`src/rtl/instruction_loader.sv`:
```
// Loads a byte-streamed program (16-bit word count header, then words) into
// instruction memory and holds the CPU's PC until a complete load exists.
module instruction_loader #(
    parameter int unsigned MEM_WORDS = 256,
    parameter logic [15:0] BASE_ADDR = 16'h0000
) (
    input  logic        clock,
    input  logic        reset,
    input  logic        start,
    input  logic [7:0]  in_data,
    input  logic        in_valid,
    output logic        in_ready,
    output logic        im_write_enable,
    output logic [15:0] im_address,
    output logic [15:0] im_write_data,
    output logic        cpu_hold,
    output logic        load_done,
    output logic        load_error,
    output logic [15:0] words_loaded
);

    localparam int unsigned CNT_W = 17;
    localparam logic [CNT_W-1:0] MAX_WORDS = CNT_W'(MEM_WORDS);

    typedef enum logic [2:0] {
        IDLE,
        LEN_HI,
        LEN_LO,
        DATA_HI,
        DATA_LO,
        WRITE,
        DONE
    } state_t;

    state_t      state;
    logic [15:0] count;
    logic [7:0]  word_hi;

    logic        accept;
    logic [15:0] len_full;
    logic [15:0] next_loaded;

    assign accept      = in_valid & in_ready;
    assign len_full    = {count[15:8], in_data};
    assign next_loaded = words_loaded + 16'd1;

    // Every output is a register updated alongside the state it belongs to.
    always_ff @(posedge clock or posedge reset) begin
        if (reset) begin
            state           <= IDLE;
            count           <= 16'd0;
            word_hi         <= 8'd0;
            in_ready        <= 1'b0;
            im_write_enable <= 1'b0;
            im_address      <= BASE_ADDR;
            im_write_data   <= 16'd0;
            cpu_hold        <= 1'b1;
            load_done       <= 1'b0;
            load_error      <= 1'b0;
            words_loaded    <= 16'd0;
        end else begin
            im_write_enable <= 1'b0;
            case (state)
                IDLE, DONE: begin
                    if (start) begin
                        state        <= LEN_HI;
                        in_ready     <= 1'b1;
                        cpu_hold     <= 1'b1;
                        load_done    <= 1'b0;
                        load_error   <= 1'b0;
                        words_loaded <= 16'd0;
                        im_address   <= BASE_ADDR;
                    end
                end
                LEN_HI: begin
                    if (accept) begin
                        count[15:8] <= in_data;
                        state       <= LEN_LO;
                    end
                end
                LEN_LO: begin
                    if (accept) begin
                        count <= len_full;
                        if (len_full == 16'd0 || {1'b0, len_full} > MAX_WORDS) begin
                            // Empty or oversized program: finish without touching memory.
                            state      <= DONE;
                            in_ready   <= 1'b0;
                            cpu_hold   <= 1'b0;
                            load_done  <= 1'b1;
                            load_error <= (len_full != 16'd0);
                        end else begin
                            state <= DATA_HI;
                        end
                    end
                end
                DATA_HI: begin
                    if (accept) begin
                        word_hi <= in_data;
                        state   <= DATA_LO;
                    end
                end
                DATA_LO: begin
                    if (accept) begin
                        im_write_data   <= {word_hi, in_data};
                        im_address      <= BASE_ADDR + {words_loaded[14:0], 1'b0};
                        im_write_enable <= 1'b1;
                        in_ready        <= 1'b0;
                        state           <= WRITE;
                    end
                end
                WRITE: begin
                    words_loaded <= next_loaded;
                    if (next_loaded == count) begin
                        state     <= DONE;
                        cpu_hold  <= 1'b0;
                        load_done <= 1'b1;
                    end else begin
                        state    <= DATA_HI;
                        in_ready <= 1'b1;
                    end
                end
                default: begin
                    state    <= IDLE;
                    in_ready <= 1'b0;
                end
            endcase
        end
    end

endmodule

```
`config.mk`:
```
export PLATFORM = sky130hd
export DESIGN_NAME = instruction_loader
export DESIGN_NICKNAME = d
export VERILOG_FILES = /design/src/rtl/instruction_loader.sv
export SDC_FILE = /design/constraint.sdc
export NUM_CORES = 1
export LEC_CHECK = 0
export BUFFER_PORTS_ARGS = -buffer_cell sky130_fd_sc_hd__buf_2
export CAP_MARGIN = 10
export CORE_MARGIN = 1
export CORE_UTILIZATION = 56
export CTS_BUF_LIST = sky130_fd_sc_hd__clkbuf_4 sky130_fd_sc_hd__clkbuf_8 sky130_fd_sc_hd__clkbuf_16
export DETAILED_ROUTE_END_ITERATION = 10
export PLACE_DENSITY = 0.8
export SLEW_MARGIN = 20
export SYNTH_ARGS = -nofsm -noshare
export SYNTH_HDL_FRONTEND = slang
export SYNTH_SLANG_ARGS = --single-unit
export TNS_END_PERCENT = 1
```
`constraint.sdc`:
```
create_clock -name clock -period 2.9 [get_ports clock]
set_clock_uncertainty 0.2 [all_clocks]
set_input_delay 0.435 -clock clock [delete_from_list [all_inputs] [get_ports clock]]
set_output_delay 0.435 -clock clock [all_outputs]
set_load 0.02 [all_outputs]
```
==> results_dict.tcl, run 1 <==
set metrics [dict create \
    outcome "complete, no violations" \
    cp_num_buf_inv 0 \
    vdd_drop_max_mv 0.5974 \
    cts_resized 0 \
    power.internal_mw 2.438 \
    area_growth_pct 15.58 \
    multi_input_area_sq_um 1815 \
    cts-root-buf "clkbuf_8" \
    io_pins 65 \
    reg2reg_depth 7 \
    place_area_sq_um 4308 \
    synth.distinct_cells 51 \
    grt_use_total_pct 25.63 \
    viasPerCell 5.892 \
    setup_viol 0 \
    slew_violations 0 \
    grt_pass1_wl_mm 14.52 \
    seq_area_sq_um 1978 \
    die_height_um 85.57 \
    critPathKind "reg2reg" \
    start_kind "register" \
    first_iter_violations 281 \
    htree_levels 3 \
    start_util_pct 57.89 \
    rsz0062_at_grt "no" \
    p_seq_share_pct 44.0 \
    max_cap_viol_count 0 \
    cts_buffers 9 \
    portBuffers 63 \
    ys_ff_latch 79 \
    clkTransAtPathRegs_ps 90 \
    postCtsSetupRepairBufs 0 \
    fillerInstances 540 \
    max_freq_mhz 397.2 \
    yosysWarnings 0 \
    crit_path_max_incr_delay_ps 530 \
    clockPowerShare_pct 21.7 \
    dr.pass1.iters 5 \
    powerDensity_nw_per_um2 854.7 \
    diodes 0 \
    whs_ps 176.0 \
    wirelength_mm 8.534 \
    cp.arrival_ps 2520 \
    whs_path_depth 2 \
    totalNegativeSetupSlack_ps 0 \
    slowest_stage "dfrtp_1" \
    grt_max_degree 52 \
    antenna_found_initial 0 \
    clock_latency_ps 350 \
    dieArea_sq_um 7322 \
    hold_viol 0 \
    crit_chain "ha_1, nand3_1, nor3_2, xnor2_1, nor4_1, and4_1, o21ai_0" \
    combPwrFrac_pct 34.3 \
    synth-main-ff-cell "dfrtp_1" \
    fin_area_sq_um 4521 \
    ant_nets 0 \
    cp.depth 7 \
    syn_area_sq_um 3911 \
    required_ps 2900 \
    die_w_um 85.57 \
    cts.hold.buffers_added 1 \
    slew_headroom_pct 54.06 \
    drive_gt1_share_pct 32.80 \
    vias 3058 \
    netlist_instances 374 \
    syn_avg_cell_area_sq_um 10.46 \
    tightest_slew_ps 687.4 \
    cp-end-kind "register" \
    finalCoreUtilization_pct 66.91 \
    p_leak_nw 2.123 \
    place_congestion 0.8941 \
    row_count 30 \
    switchingPower_mw 1.425 \
    cts_tree "done" \
    min_period_ps 2517 \
    crit_family "simple AND/OR/NAND/NOR gates" \
    fin_crit_sh_pct 86.81 \
    dpl.hpwl_mm 6.134 \
    synth-async-reset-ratio_pct 100.0 \
    nNetsFinal 447 \
    coreArea_sq_um 6756 \
    seq_area_frac_synth_pct 50.58 \
    hp-class "in2reg" \
    wl_per_cell_um 16.44 \
    grt_pass1_vias 2998 \
    grt_overflow 0 \
    syn-num-nets 387 \
    clock-sinks 79 \
    sw_frac_of_total_pct 36.89 \
    route.detailed.drc 0 \
    critPathMaxFanout 10 \
    synth_edf_count 0 \
    clockBufferDepth 2 \
]
[metal layers]
layer	GRT usage, %	part of all wire, %	routed length [um]	up-vias
li1	-	-	-	1435
met1	33.61	44	3768	1516
met2	43.35	50	4286	98
met3	3.946	4.3	364	9
met4	9.697	1.3	115	0
met5	0	0	0	-
[power groups by stage]
stage / clock network (mW) / registers [mW] / logic (mW)
finish: 0.839 / 1.70 / 1.32
global route: 0.899 / 1.75 / 1.44
CTS: 0.856 / 1.70 / 1.33
detailed placement: 0 / 1.72 / 1.32
global placement: 0 / 1.70 / 1.28
floorplan: 0 / 1.75 / 0.884
[Yosys cell counts (4+ instances only)]
cell type	number	area share, %
a21oi_1	8	1.0
a31oi_1	5	0.80
and3_1	4	0.64
buf_2	6	0.77
clkbuf_1	17	1.6
dfrtp_1	78	50
mux2_2	41	12
nand2_1	53	5.1
nand3_1	6	0.77
nor2_1	21	2.0
nor3_1	6	0.77
o21ai_0	44	5.6
o31ai_1	6	1.2
xnor2_1	21	4.7
[stage by stage]
step	std cells	setup WS, ps	power, mW
final	519	382.5	3.864
after global routing	519	117.9	4.087
after CTS	519	400.5	3.883
after detailed placement	502	392.7	3.042
after global placement	502	488.6	2.975
after floorplan	374	243.3	2.635
[state kept, by name, summed over array words and instances (netlist names)]
register / count
in_ready: 1
load_error: 1
count: 16
state: 3
im_address: 15
cpu_hold: 1
load_done: 1
words_loaded: 16
im_write_data: 16
im_write_enable: 1
word_hi: 8
[worst paths after layout]
| path | slack, ps | endpoint | start |
|---|---|---|---|
| min in group asynchronous | 510 | in_ready$_DFFE_PP0P_ | reset |
| worst max register to register | 380 | in_ready$_DFFE_PP0P_ | words_loaded[0]$_DFFE_PP0P_ |
| worst max-delay path | 380 | in_ready$_DFFE_PP0P_ | words_loaded[0]$_DFFE_PP0P_ |
| max in group asynchronous | 1300 | im_address[2]$_DFFE_PP0P_ | reset |
| worst min-delay path | 180 | word_hi[4]$_DFFE_PP0P_ | in_data[4] |
| worst min register to register | 280 | im_address[14]$_DFFE_PP0P_ | im_address[14]$_DFFE_PP0P_ |
[worst reg2reg max path, cell delays in order, from the launching register on]
cell and delay (ps):
dfrtp_1 530, ha_1 380, nand3_1 190, nor3_2 270, xnor2_1 100, nor4_1 250
and4_1 330, o21ai_0 120
[cells in the final DEF, fill, tap and decap left out, drive strengths merged, types with 5 or more instances in the layout]
| master | count |
|---|---|
| buf | 73 |
| inv | 6 |
| mux2 | 41 |
| nand4 | 5 |
| nor3 | 9 |
| a31oi | 5 |
| o21ai | 45 |
| clkbuf | 9 |
| nand3 | 7 |
| nor2 | 22 |
| a21oi | 8 |
| dfrtp | 78 |
| xnor2 | 21 |
| nand2 | 53 |
| o31ai | 6 |
| nor4 | 6 |
[cell type report]
class | instances | area share, %
repair buffers | 74 | 9.134
clock buffers | 9 | 2.740
well taps | 80 | 2.214
clock inverters | 7 | 1.744
inverters | 3 | 0.2491
flip-flops and latches | 79 | 43.76
multi-input cells | 267 | 40.16
[cell families after synthesis]
family | share of synthesized area [%]
AOI/OAI and AO/OA | 11.68
xor gates and xnor gates | 5.374
adders and majority gates | 0.3198
buffers and inverters | 3.007
DFF | 50.58
muxes | 11.80
other | 0.09588
and+or+nand+nor | 17.15
(Power assumes the default switching activity.)
==> run 2: changes to the inputs <==
==> constraint.sdc (replaced) <==
create_clock -name clock -period 2.9 [get_ports clock]
set_clock_uncertainty 0.2 [all_clocks]
set_input_delay 0.58 -clock clock [delete_from_list [all_inputs] [get_ports clock]]
set_output_delay 0.58 -clock clock [all_outputs]
set_load 0.02 [all_outputs]
==> results_dict.tcl, run 2 (synthesis gave the netlist of run 1 again) <==
set metrics [dict create \
    outcome "complete, no violations" \
    grt_use_total_pct 24.88 \
    totalNegativeSetupSlack_ps 0 \
    clockBufferDepth 2 \
    cts_tree "done" \
    grt_busiest_layer "met2" \
    use_met1_pct 33.98 \
    htree_levels 3 \
    grt_pass1_wl_mm 13.93 \
    grt_overflow 0 \
    cts-root-buf "clkbuf_8" \
    crit_path_max_incr_delay_ps 550 \
    place_congestion 0.8801 \
    powerDensity_nw_per_um2 860.6 \
    clock-sinks 79 \
    reg.largest.list "count (16), im_write_data (16), words_loaded (16)" \
    dr.pass1.iters 5 \
    slew_headroom_pct 54.54 \
    cp-end-kind "register" \
    grt_pass1_vias 2816 \
    vias 3057 \
    start_util_pct 57.89 \
    cts_resized 0 \
    row_count 30 \
    max_cap_viol_count 0 \
    start_kind "register" \
    dpl.hpwl_mm 6.095 \
    cp_num_buf_inv 0 \
    final_common_cell "dfrtp_1" \
    min_period_ps 2535 \
    cts_buffers 9 \
    clock_latency_ps 360 \
    cp.arrival_ps 2550 \
    clkTransAtPathRegs_ps 90 \
    io_pins 65 \
    crit_chain "ha_1, and3_1, nand3_1, xnor2_1, nor4_1, and4_1, o21ai_0" \
    grtUsageMet3_pct 4.620 \
    tightest_slew_ps 680.2 \
    cts.hold.buffers_added 0 \
    diodes 0 \
    wl_per_cell_um 16.18 \
    hold_viol 0 \
    first_iter_violations 177 \
    required_ps 2920 \
    critPathKind "reg2reg" \
    die_height_um 85.57 \
    final_cell_mix "78 x dfrtp_1, 63 x buf_2, 53 x nand2_1" \
    rsz0062_at_grt "no" \
    setup_viol 0 \
    postCtsSetupRepairBufs 0 \
    viasPerCell 5.890 \
    route.detailed.drc 0 \
    p_leak_nw 2.139 \
    area_growth_pct 15.74 \
    critPathMaxFanout 10 \
    dieArea_sq_um 7322 \
    use_met2_pct 38.40 \
    fillerInstances 527 \
    portBuffers 63 \
    wirelength_mm 8.396 \
    finalCoreUtilization_pct 67.00 \
    hp-class "in2async" \
    reg2reg_setup_slack_ps 370 \
    antenna_found_initial 0 \
    nNetsFinal 447 \
    fin_crit_sh_pct 87.40 \
    drive_gt1_share_pct 33.03 \
    coreArea_sq_um 6756 \
    crit_family "simple AND/OR/NAND/NOR gates" \
    vdd_drop_max_mv 0.6972 \
    max_freq_mhz 394.5 \
    die_w_um 85.57 \
    ant_nets 0 \
    slew_violations 0 \
    grt_max_degree 34 \
    slowest_stage "dfrtp_1" \
]
-- run 2: cell types whose count changed in the layout (fill, tap and decap cells not counted) --
cell and change:
buf_4 +1, clkinv_4 +2, clkinvlp_4 -3, dlygate4sd3_1 -1
inv_6 -1, inv_8 +2
-- run 2: power by group --
part / internal (mW) / switching, mW / total [mW]
sequential: 1.41 / 0.291 / 1.70
combinational: 0.621 / 0.704 / 1.32
clock: 0.419 / 0.451 / 0.869
total: 2.45 / 1.45 / 3.90
-- run 2: final timing paths --
kind	startpoint	end	cells after the start
max	words_loaded[0]$_DFFE_PP0P_	in_ready$_DFFE_PP0P_	7
min	reset	load_error$_DFFE_PP0P_	2
max reg2reg	words_loaded[0]$_DFFE_PP0P_	in_ready$_DFFE_PP0P_	7
min reg2reg	im_address[11]$_DFFE_PP0P_	im_address[11]$_DFFE_PP0P_	2
max in group asynchronous	reset	words_loaded[12]$_DFFE_PP0P_	3
min in group clock	im_address[11]$_DFFE_PP0P_	im_address[11]$_DFFE_PP0P_	2
-- run 2: layout make-up --
class                   count  area, sq um  area share (%)
clock inverters             7        87.58           1.935
flip-flops and latches     79         1978           43.70
well taps                  80        100.1           2.211
clock buffers               9        123.9           2.736
multi-input cells         267         1815           40.11
repair buffers             74        410.4           9.066
inverters                   3        11.26          0.2488
-- run 2: layer usage --
metal | up-vias | routed length [um]
li1 | 1444 | -
met1 | 1476 | 3706
met2 | 117 | 4048
met3 | 20 | 427
met4 | 0 | 212
met5 | - | 0
-- run 2: worst register-to-register path: cells and delay by family, from the launching register on --
kind	cells	cell delay, ps
DFF	1	550
and+or+nand+nor	4	950
AOI/OAI and AO/OA	1	100
xor gates and xnor gates	1	200
adders and majority gates	1	390
-- run 2: stage by stage --
step / hold WS (ps) / instances / setup slack [ps] / instance area [sq um] / power [mW]
2_1_floorplan: 275.0 / 374 / 98.27 / 3911 / 2.635
3_3_place_gp: 255.2 / 503 / 329.9 / 4315 / 2.973
3_5_place_dp: 264.8 / 503 / 308.1 / 4315 / 3.050
4_1_cts: 91.14 / 519 / 371.7 / 4527 / 3.919
5_1_grt: 142.0 / 519 / 171.0 / 4527 / 4.129
6_report: 87.93 / 519 / 365.5 / 4527 / 3.896
